## config.mk

```make
export PLATFORM = sky130hd
export DESIGN_NAME = multicycle_controller
export DESIGN_NICKNAME = d
export VERILOG_FILES = /design/src/rtl/mips_ctrl_pkg.sv /design/src/rtl/alu_decoder.sv /design/src/rtl/multicycle_controller.sv
export SDC_FILE = /design/constraint.sdc
export NUM_CORES = 1
export LEC_CHECK = 0
export BUFFER_PORTS_ARGS = -buffer_cell sky130_fd_sc_hd__buf_2
export CORE_MARGIN = 1.5
export CORE_UTILIZATION = 45
export CTS_CLUSTER_SIZE = 40
export DETAILED_ROUTE_END_ITERATION = 6
export PLACE_DENSITY = 0.79
export REMOVE_ABC_BUFFERS = 1
export SLEW_MARGIN = 10
export SYNTH_ARGS = -nofsm -noshare
export SYNTH_HDL_FRONTEND = slang
export SYNTH_SLANG_ARGS = --single-unit
```

## constraint.sdc

```tcl
create_clock -name clk -period 5.64 [get_ports clk]
set_clock_uncertainty 0.15 [all_clocks]
set_input_delay 1.128 -clock clk [delete_from_list [all_inputs] [get_ports clk]]
set_output_delay 1.128 -clock clk [all_outputs]
set_load 0.005 [all_outputs]
```

## src/rtl/mips_ctrl_pkg.sv

```systemverilog
// Shared encodings for the multicycle MIPS control FSM: opcodes, funct codes,
// datapath mux selects, ALU controls, state codes and the per-state strobe bundle.
package mips_ctrl_pkg;

  localparam int unsigned OP_W    = 6;
  localparam int unsigned FUNCT_W = 6;
  localparam int unsigned STATE_W = 4;
  localparam int unsigned ALU_W   = 2;
  localparam int unsigned SEL_W   = 2;

  localparam logic [OP_W-1:0] OP_RTYPE = 6'b000000;
  localparam logic [OP_W-1:0] OP_LW    = 6'b100011;
  localparam logic [OP_W-1:0] OP_SW    = 6'b101011;
  localparam logic [OP_W-1:0] OP_BEQ   = 6'b000100;
  localparam logic [OP_W-1:0] OP_ADDI  = 6'b001000;
  localparam logic [OP_W-1:0] OP_J     = 6'b000010;

  localparam logic [FUNCT_W-1:0] FUNCT_ADD = 6'h20;
  localparam logic [FUNCT_W-1:0] FUNCT_SUB = 6'h22;
  localparam logic [FUNCT_W-1:0] FUNCT_AND = 6'h24;
  localparam logic [FUNCT_W-1:0] FUNCT_OR  = 6'h25;

  typedef enum logic [ALU_W-1:0] {
    ALU_ADD = 2'b00,
    ALU_SUB = 2'b01,
    ALU_AND = 2'b10,
    ALU_OR  = 2'b11
  } alu_ctrl_t;

  typedef enum logic [SEL_W-1:0] {
    SRCB_B      = 2'b00,
    SRCB_FOUR   = 2'b01,
    SRCB_IMM    = 2'b10,
    SRCB_IMM_SH = 2'b11
  } src_b_t;

  typedef enum logic [SEL_W-1:0] {
    PC_ALU    = 2'b00,
    PC_ALUOUT = 2'b01,
    PC_JUMP   = 2'b10,
    PC_ZERO   = 2'b11
  } pc_src_t;

  // How the ALU operation is chosen in a given state.
  typedef enum logic [1:0] {
    MODE_ADD   = 2'b00,
    MODE_SUB   = 2'b01,
    MODE_FUNCT = 2'b10
  } alu_mode_t;

  typedef enum logic [STATE_W-1:0] {
    S_START  = 4'd0,
    S_FETCH  = 4'd1,
    S_DECODE = 4'd2,
    S_MEMADR = 4'd3,
    S_MEMRD  = 4'd4,
    S_MEMWB  = 4'd5,
    S_MEMWR  = 4'd6,
    S_EXEC   = 4'd7,
    S_ALUWB  = 4'd8,
    S_BRANCH = 4'd9,
    S_ADDIEX = 4'd10,
    S_ADDIWB = 4'd11,
    S_JUMP   = 4'd12,
    S_IRQ    = 4'd13
  } state_t;

  typedef struct packed {
    alu_mode_t alu_mode;
    logic      alu_src_a;
    src_b_t    alu_src_b;
    pc_src_t   pc_source;
    logic      pc_write;
    logic      is_branch;
    logic      lor_d;
    logic      mem_write;
    logic      ir_write;
    logic      reg_write;
    logic      reg_dst;
    logic      mem_to_reg;
    logic      is_interrupted;
    logic      irq_ack;
    logic      illegal_op;
  } ctrl_t;

  function automatic logic op_supported(input logic [OP_W-1:0] op);
    return (op == OP_RTYPE) || (op == OP_LW) || (op == OP_SW) ||
           (op == OP_BEQ) || (op == OP_ADDI) || (op == OP_J);
  endfunction

endpackage

```

## src/rtl/alu_decoder.sv

```systemverilog
// Combinational ALU control: fixed ADD/SUB, or derived from the R-type funct field.
module alu_decoder
  import mips_ctrl_pkg::*;
(
  input  alu_mode_t            mode,
  input  logic [FUNCT_W-1:0]   funct,
  output alu_ctrl_t            alu_control
);

  always_comb begin
    alu_control = ALU_ADD;
    unique case (mode)
      MODE_SUB: alu_control = ALU_SUB;
      MODE_FUNCT: begin
        unique case (funct)
          FUNCT_SUB: alu_control = ALU_SUB;
          FUNCT_AND: alu_control = ALU_AND;
          FUNCT_OR:  alu_control = ALU_OR;
          default:   alu_control = ALU_ADD;
        endcase
      end
      default: alu_control = ALU_ADD;
    endcase
  end

endmodule

```

## src/rtl/multicycle_controller.sv

```systemverilog
// Moore control FSM for the multicycle MIPS datapath, with an edge-latched
// interrupt that is taken only at instruction boundaries.
module multicycle_controller
  import mips_ctrl_pkg::*;
(
  input  logic               clk,
  input  logic               rst_n,
  input  logic [OP_W-1:0]    op,
  input  logic [FUNCT_W-1:0] funct,
  input  logic               irq,
  output logic [ALU_W-1:0]   aluControl,
  output logic               aluSrcA,
  output logic [SEL_W-1:0]   aluSrcB,
  output logic [SEL_W-1:0]   PCSource,
  output logic               PCWrite,
  output logic               isBranch,
  output logic               lorD,
  output logic               MemWrite,
  output logic               IRWrite,
  output logic               RegWrite,
  output logic               RegDst,
  output logic               MemtoReg,
  output logic               isInterrupted,
  output logic               irq_ack,
  output logic               illegal_op,
  output logic [STATE_W-1:0] state
);

  state_t    state_q;
  state_t    state_d;
  ctrl_t     ctrl;
  logic      boundary;
  logic      irq_q;
  logic      irq_pend;
  alu_ctrl_t alu_ctrl;

  always_ff @(posedge clk or negedge rst_n) begin
    if (!rst_n) state_q <= S_START;
    else        state_q <= state_d;
  end

  // Rising edge of irq pends an interrupt; a new edge outranks the clear on IRQ entry.
  always_ff @(posedge clk or negedge rst_n) begin
    if (!rst_n) begin
      irq_q    <= 1'b0;
      irq_pend <= 1'b0;
    end else begin
      irq_q <= irq;
      if (irq && !irq_q)          irq_pend <= 1'b1;
      else if (state_d == S_IRQ)  irq_pend <= 1'b0;
    end
  end

  always_comb begin
    state_d  = state_q;
    boundary = 1'b0;
    ctrl     = '0;
    ctrl.alu_mode  = MODE_ADD;
    ctrl.alu_src_b = SRCB_B;
    ctrl.pc_source = PC_ALU;

    unique case (state_q)
      S_START: state_d = S_FETCH;
      S_FETCH, S_IRQ: begin
        ctrl.ir_write       = 1'b1;
        ctrl.alu_src_b      = SRCB_FOUR;
        ctrl.pc_write       = 1'b1;
        ctrl.is_interrupted = (state_q == S_IRQ);
        ctrl.irq_ack        = (state_q == S_IRQ);
        state_d             = S_DECODE;
      end
      S_DECODE: begin
        ctrl.alu_src_b = SRCB_IMM_SH;
        unique case (op)
          OP_LW, OP_SW: state_d = S_MEMADR;
          OP_RTYPE:     state_d = S_EXEC;
          OP_BEQ:       state_d = S_BRANCH;
          OP_ADDI:      state_d = S_ADDIEX;
          OP_J:         state_d = S_JUMP;
          default: begin
            ctrl.illegal_op = 1'b1;
            boundary        = 1'b1;
          end
        endcase
      end
      S_MEMADR: begin
        ctrl.alu_src_a = 1'b1;
        ctrl.alu_src_b = SRCB_IMM;
        state_d        = (op == OP_LW) ? S_MEMRD : S_MEMWR;
      end
      S_MEMRD: begin
        ctrl.lor_d = 1'b1;
        state_d    = S_MEMWB;
      end
      S_MEMWB: begin
        ctrl.mem_to_reg = 1'b1;
        ctrl.reg_write  = 1'b1;
        boundary        = 1'b1;
      end
      S_MEMWR: begin
        ctrl.lor_d     = 1'b1;
        ctrl.mem_write = 1'b1;
        boundary       = 1'b1;
      end
      S_EXEC: begin
        ctrl.alu_src_a = 1'b1;
        ctrl.alu_mode  = MODE_FUNCT;
        state_d        = S_ALUWB;
      end
      S_ALUWB: begin
        ctrl.reg_dst   = 1'b1;
        ctrl.reg_write = 1'b1;
        boundary       = 1'b1;
      end
      S_BRANCH: begin
        ctrl.alu_src_a = 1'b1;
        ctrl.alu_mode  = MODE_SUB;
        ctrl.pc_source = PC_ALUOUT;
        ctrl.is_branch = 1'b1;
        boundary       = 1'b1;
      end
      S_ADDIEX: begin
        ctrl.alu_src_a = 1'b1;
        ctrl.alu_src_b = SRCB_IMM;
        state_d        = S_ADDIWB;
      end
      S_ADDIWB: begin
        ctrl.reg_write = 1'b1;
        boundary       = 1'b1;
      end
      S_JUMP: begin
        ctrl.pc_source = PC_JUMP;
        ctrl.pc_write  = 1'b1;
        boundary       = 1'b1;
      end
      default: state_d = S_START;
    endcase

    if (boundary) state_d = irq_pend ? S_IRQ : S_FETCH;
  end

  alu_decoder u_alu_decoder (
    .mode        (ctrl.alu_mode),
    .funct       (funct),
    .alu_control (alu_ctrl)
  );

  assign aluControl    = alu_ctrl;
  assign aluSrcA       = ctrl.alu_src_a;
  assign aluSrcB       = ctrl.alu_src_b;
  assign PCSource      = ctrl.pc_source;
  assign PCWrite       = ctrl.pc_write;
  assign isBranch      = ctrl.is_branch;
  assign lorD          = ctrl.lor_d;
  assign MemWrite      = ctrl.mem_write;
  assign IRWrite       = ctrl.ir_write;
  assign RegWrite      = ctrl.reg_write;
  assign RegDst        = ctrl.reg_dst;
  assign MemtoReg      = ctrl.mem_to_reg;
  assign isInterrupted = ctrl.is_interrupted;
  assign irq_ack       = ctrl.irq_ack;
  assign illegal_op    = ctrl.illegal_op;
  assign state         = state_q;

endmodule
```

==> flow_summary.ini, run 1 <==
[timing]
finalSetupViolCount = 0
unrepaired_setup_endpoints_after_global_routing = false
worstMarginPinSlew_ns = 0.607
maxSlewViolCount = 0
period_minus_slack_ns = 3.49
timing.slew.headroom_pct = 59.5
timing.setup.tns_ns = 0
fmax_mhz = 287
worst_slack_ns = 2.15
period_share_pct = 61.8
hold_violations = 0

[final_layout]
num_antenna_cells = 0
syn2layout_area_growth_pct = 23.8
layout-drive-gt1-share_pct = 34.4
final_cell_count_no_fill = 144
finalNetCount = 147

[hold_path]
min_path_type = reg2reg
min-delay-start = irq_pend

[power_and_ir_drop]
clkPwrFrac_pct = 9.5
power.internal_mw = 0.207
power_frac_comb_pct = 60.4
p_per_area_nw_per_um2 = 450
switching_share_pct = 48.9
seq_power_share_pct = 30.1
p_switching_mw = 0.198
leakage_power_nw = 0.460
power.ir.vdd_worst_v = 0.000217

[worst_setup_path]
worst-r2r-cell-count = 4
worstPathArrival_ns = 2.21
setup.worst_path.end = aluControl[0]
worstSetupStartpoint = state[3]
worst_setup_path_end_kind = output port
worst-path-max-fanout = 15
worst-r2r-setup-slack_ns = 3.80
setup.worst_path.start_class = flip-flop
regToRegEndpoint = irq_pend
timing.rr.start = state[0]
worstPathRequired_ns = 4.36
crit_type = reg2out

[grt]
grt_overflow = 0
grt_antenna_before_repair = 0
grt_start_max_net_pins = 22
first_global_vias = 746
grt_first_pass_wirelength_um = 3220
grtUsageTotal_pct = 22.4

[status]
run_status = finished clean

[route]
drt-pass1-iter-count = 4
vias_per_cell = 5.66
vias = 815
detail_route.drc_violations = 0
postRouteWirelength_um = 1870
detail_route.wl_per_cell_um = 13.0
route.antenna.remaining_nets = 0
drt_iter0_drc = 8

[clock_tree]
sink_count = 6
cts.repair.resized = 0
cts_hold_buffers = 0
clock-root-buffer = sky130_fd_sc_hd__clkbuf_4
worst_skew_pair_later_pin_latency_ns = 0.24
ctsLongestPathBuffers = 2
post_cts_buffers = 0
cts_inserted_buffers = 3
clkSlewWorstSetupHoldPaths_ns = 0.05
deepest_level_of_the_cts_h_tree = 1
cts_tree = built

[floorplan]
die_h_um = 43.2
placementRows = 14
start_util_pct = 48.3
floorplan.core_area_um2 = 1510
floorplan.die_area_um2 = 1870
io_pins = 37
die_x_um = 43.2

[synthesis]
synth.ff_latch_count = 6
synth_enable_flop_cells = 0
ys.flop_type = sky130_fd_sc_hd__dfrtp_1
post_synth_inst_count = 97
synth-seq-area-share_pct = 20.7
synth.cell_area_um2 = 727
yosys_warnings = 0
syn-mean-instance-area_um2 = 7.49
synthDistinctLibCells = 37
synth-async-reset-ratio_pct = 100

[placed_design]
place_ws_ns = 2.24
place.gp.congestion = 0.810
detailedPlacementHpwl_um = 1460
placement.io_buffers = 36
number_of_placed_instances_taps_included = 141

[flow_run]
drv_cap = 0
-- layer usage --
layer  track usage (%)  share of wire (%)
met3              2.13                6.1
met1              28.2                 43
met4              9.09                  0
met5                 0                  0
met2              38.8                 51
-- cells in the mapped netlist (2+ instances only) --
master / instances / area share, %
sky130_fd_sc_hd__o21ai_0: 9 / 6.2
sky130_fd_sc_hd__nor2_1: 8 / 4.1
sky130_fd_sc_hd__inv_1: 7 / 3.6
sky130_fd_sc_hd__nand2_1: 7 / 3.6
sky130_fd_sc_hd__dfrtp_1: 6 / 21
sky130_fd_sc_hd__a21oi_1: 4 / 2.8
sky130_fd_sc_hd__buf_2: 4 / 2.8
sky130_fd_sc_hd__buf_4: 4 / 4.1
sky130_fd_sc_hd__nand2b_1: 4 / 3.4
sky130_fd_sc_hd__nand3_1: 4 / 2.8
sky130_fd_sc_hd__nor2b_1: 4 / 3.4
sky130_fd_sc_hd__nor3_1: 4 / 2.8
sky130_fd_sc_hd__nor4_1: 3 / 2.6
sky130_fd_sc_hd__a211oi_1: 2 / 2.1
sky130_fd_sc_hd__a22o_1: 2 / 2.4
sky130_fd_sc_hd__a31oi_1: 2 / 1.7
sky130_fd_sc_hd__ha_1: 2 / 3.4
sky130_fd_sc_hd__xor2_1: 2 / 2.4
-- flip-flops by register name, summed over array words and instances, names as in the netlist --
register / cells
state: 4
irq_pend: 1
irq_q: 1
-- cells by family after synthesis --
| group | after synthesis | share of synthesized area, % |
|---|---|---|
| buffers and inverters | 15 | 10.5 |
| AOI/OAI and AO/OA | 27 | 28.6 |
| DFF | 6 | 20.7 |
| adders and majority gates | 2 | 3.44 |
| and+or+nand+nor | 45 | 34.4 |
| xor gates and xnor gates | 2 | 2.41 |
-- metrics by stage --
step	utilization (%)	area (µm²)	power, mW	hold slack, ns
global placement	58.2	877	0.358	0.340
finish	59.7	900	0.405	0.362
global route	59.7	900	0.446	0.393
floorplan	-	677	0.264	0.315
CTS	59.7	900	0.406	0.364
detailed placement	58.2	877	0.366	0.356
-- critical path, stage by stage, from the launching register on --
cell	delay, ns
sky130_fd_sc_hd__dfrtp_1	0.66
sky130_fd_sc_hd__nand2b_1	0.25
sky130_fd_sc_hd__or2_2	0.35
sky130_fd_sc_hd__ha_1	0.21
sky130_fd_sc_hd__nand4bb_1	0.12
sky130_fd_sc_hd__a21oi_1	0.06
sky130_fd_sc_hd__o21ba_2	0.19
sky130_fd_sc_hd__buf_2	0.12
-- power groups by stage --
stage / logic (mW) / registers, mW / clock network, mW
2_1_floorplan: 0.158 / 0.107 / 0
3_3_place_gp: 0.238 / 0.120 / 0
3_5_place_dp: 0.245 / 0.121 / 0
4_1_cts: 0.246 / 0.120 / 0.0397
5_1_grt: 0.274 / 0.130 / 0.0418
6_report: 0.245 / 0.122 / 0.0384
-- cell type report --
cell class	count	area (µm²)
Timing Repair Buffer	36	180
Multi-Input combinational cell	76	500
Sequential cell	6	150
Fill cell	153	607
Clock buffer	3	22.5
Tap cell	16	20.0
Inverter	7	26.3
-- how the worst min path moves through the flow --
stage	slack, ns	cells past startpoint	end
4_1_cts	0.36	1	irq_pend
3_3_place_gp	0.34	1	irq_pend
2_1_floorplan	0.32	1	irq_pend
6_report	0.36	1	irq_pend
5_1_grt	0.39	1	irq_pend
3_5_place_dp	0.36	1	irq_pend
-- cell usage in the layout (no fill, tap or decap), types with 2 or more instances in the layout --
master and n:
sky130_fd_sc_hd__buf_2 36, sky130_fd_sc_hd__dfrtp_1 6, sky130_fd_sc_hd__nor2_1 8, sky130_fd_sc_hd__nand2_1 7
sky130_fd_sc_hd__clkbuf_4 3, sky130_fd_sc_hd__nand3_1 4, sky130_fd_sc_hd__o21ai_0 9, sky130_fd_sc_hd__nor4_1 3
sky130_fd_sc_hd__a21oi_1 4, sky130_fd_sc_hd__xor2_1 2, sky130_fd_sc_hd__ha_1 2, sky130_fd_sc_hd__nor3_1 4
sky130_fd_sc_hd__nor2b_1 4, sky130_fd_sc_hd__a22o_1 2, sky130_fd_sc_hd__a211oi_1 2, sky130_fd_sc_hd__nand2b_1 4
sky130_fd_sc_hd__a31oi_1 2, sky130_fd_sc_hd__inv_1 7
No activity file was read; power rests on OpenSTA's default activity.
==> inputs of run 2 (changes only) <==
- CORE_ASPECT_RATIO: not set -> 1.4
- CORE_UTILIZATION: 45 -> 40
- PLACE_DENSITY: 0.79 -> 0.75
- clock period: 5.64 -> 3.1 ns (I/O delays scaled with it)
==> run 2 against run 1 <==
Combinational power increased by 100%. Count of clock-buffer cells in the layout unchanged. Total power increased by 84%. Final cell count increased by 3.5%.
==> flow_summary.ini, run 2 (same netlist as run 1, synthesis figures left out) <==
[status]
run_status = finished clean

[worst_setup_path]
worst-path-max-fanout = 15
worstPathRequired_ns = 2.33
setup.worst_path.start_class = flip-flop
crit_type = reg2out
worstPathArrival_ns = 2.12
worst-r2r-setup-slack_ns = 1.36
worst_setup_path_end_kind = output port

[clock_tree]
cts_tree = built
ctsLongestPathBuffers = 2
worst_skew_pair_later_pin_latency_ns = 0.24
post_cts_buffers = 0
clkSlewWorstSetupHoldPaths_ns = 0.04
deepest_level_of_the_cts_h_tree = 1
cts.repair.resized = 0
cts_inserted_buffers = 3
sink_count = 6
cts_hold_buffers = 0
clock-root-buffer = sky130_fd_sc_hd__clkbuf_4

[power_and_ir_drop]
power.ir.vdd_worst_v = 0.000505
leakage_power_nw = 0.464
p_per_area_nw_per_um2 = 817

[flow_run]
drv_cap = 0

[timing]
worstMarginPinSlew_ns = 0.467
unrepaired_setup_endpoints_after_global_routing = false
timing.slew.headroom_pct = 68.9
fmax_mhz = 346
worst_slack_ns = 0.209
timing.setup.tns_ns = 0
hold_violations = 0
period_share_pct = 93.3
maxSlewViolCount = 0
period_minus_slack_ns = 2.89
finalSetupViolCount = 0

[grt]
grtUsageTotal_pct = 19.9
grt_first_pass_wirelength_um = 3000
grt_antenna_before_repair = 0
first_global_vias = 713
grt_start_max_net_pins = 21
grt_overflow = 0

[final_layout]
n_fill_cell = 180
design_area_um2 = 912
finalNetCount = 148
layout-drive-gt1-share_pct = 34.9
num_antenna_cells = 0
largest_reg_flops = 4
syn2layout_area_growth_pct = 25.5
highest_count_cells_in_the_layout_ignoring_fill_and_taps = sky130_fd_sc_hd__buf_2 (36), sky130_fd_sc_hd__o21ai_0 (9), sky130_fd_sc_hd__nor2_1 (8), sky130_fd_sc_hd__inv_1 (7), sky130_fd_sc_hd__nand2_1 (7)
mostFrequentLayoutCell = sky130_fd_sc_hd__buf_2

[hold_path]
min_path_type = in2async

[route]
drt-pass1-iter-count = 4
route.antenna.remaining_nets = 0
detail_route.wl_per_cell_um = 12.3
vias = 829
drt_iter0_drc = 14
postRouteWirelength_um = 1830
vias_per_cell = 5.56
detail_route.drc_violations = 0

[floorplan]
floorplan.core_area_um2 = 1730
floorplan.die_area_um2 = 2090
placementRows = 18
start_util_pct = 41.9
die_x_um = 39.0
die_h_um = 53.4
io_pins = 37

[placed_design]
placed_cell_area_um2 = 890
detailedPlacementHpwl_um = 1460
placement.io_buffers = 36
place_ws_ns = 0.451
place.gp.congestion = 0.834
## run 2: changes by cell type in the layout (fill, tap and decap cells not counted), sizes merged
cell  previous run  this run
buf             36        37
## run 2: power by group
part	switching (mW)	internal (mW)	total, mW
Combinational	0.259	0.231	0.490
Clock	0.0253	0.0436	0.0689
Sequential	0.0755	0.111	0.186
## run 2: worst paths after layout
path / cells after the start / endpoint / start
worst max register to register: 4 / irq_pend / state[3]
min in group clk: 1 / irq_pend / irq_pend
worst min-delay path: 1 / irq_q / rst_n
worst min register to register: 1 / irq_pend / irq_pend
max in group asynchronous: 1 / irq_pend / rst_n
worst max-delay path: 7 / aluControl[0] / state[3]
## run 2: routing by layer
| layer | track usage [%] | vias up | part of all wire [%] |
|---|---|---|---|
| met3 | 5.04 | 0 | 5.0 |
| met5 | 0 | - | 0 |
| met4 | 0 | 0 | 0 |
| met2 | 34.7 | 33 | 52 |
| li1 | - | 415 | - |
| met1 | 25.6 | 381 | 43 |
## run 2: area by class of cell
cell class,count,area [µm²],share of cell area (%)
timing repair buffer,37,188,20.6
multi-input combinational,76,500,54.9
inverter,7,26.3,2.88
sequential,6,150,16.5
tap,20,25.0,2.74
clock buffer,3,22.5,2.47
## run 2: through the flow
stage	cells	util [%]	hold WS [ns]	total power [mW]
6_report	149	52.6	0.0415	0.745
5_1_grt	149	52.6	0.0426	0.830
4_1_cts	149	52.6	0.0378	0.753
3_5_place_dp	146	51.3	0.297	0.680
3_3_place_gp	146	51.3	0.294	0.668
2_1_floorplan	89	-	0.174	0.481
## run 2: critical path, cell delays in order, from the launching register on
cell	delay (ns)
sky130_fd_sc_hd__dfrtp_1	0.62
sky130_fd_sc_hd__nand2b_1	0.21
sky130_fd_sc_hd__or2_2	0.34
sky130_fd_sc_hd__ha_1	0.21
sky130_fd_sc_hd__nand4bb_1	0.13
sky130_fd_sc_hd__a21oi_1	0.06
sky130_fd_sc_hd__o21ba_2	0.19
sky130_fd_sc_hd__buf_2	0.12
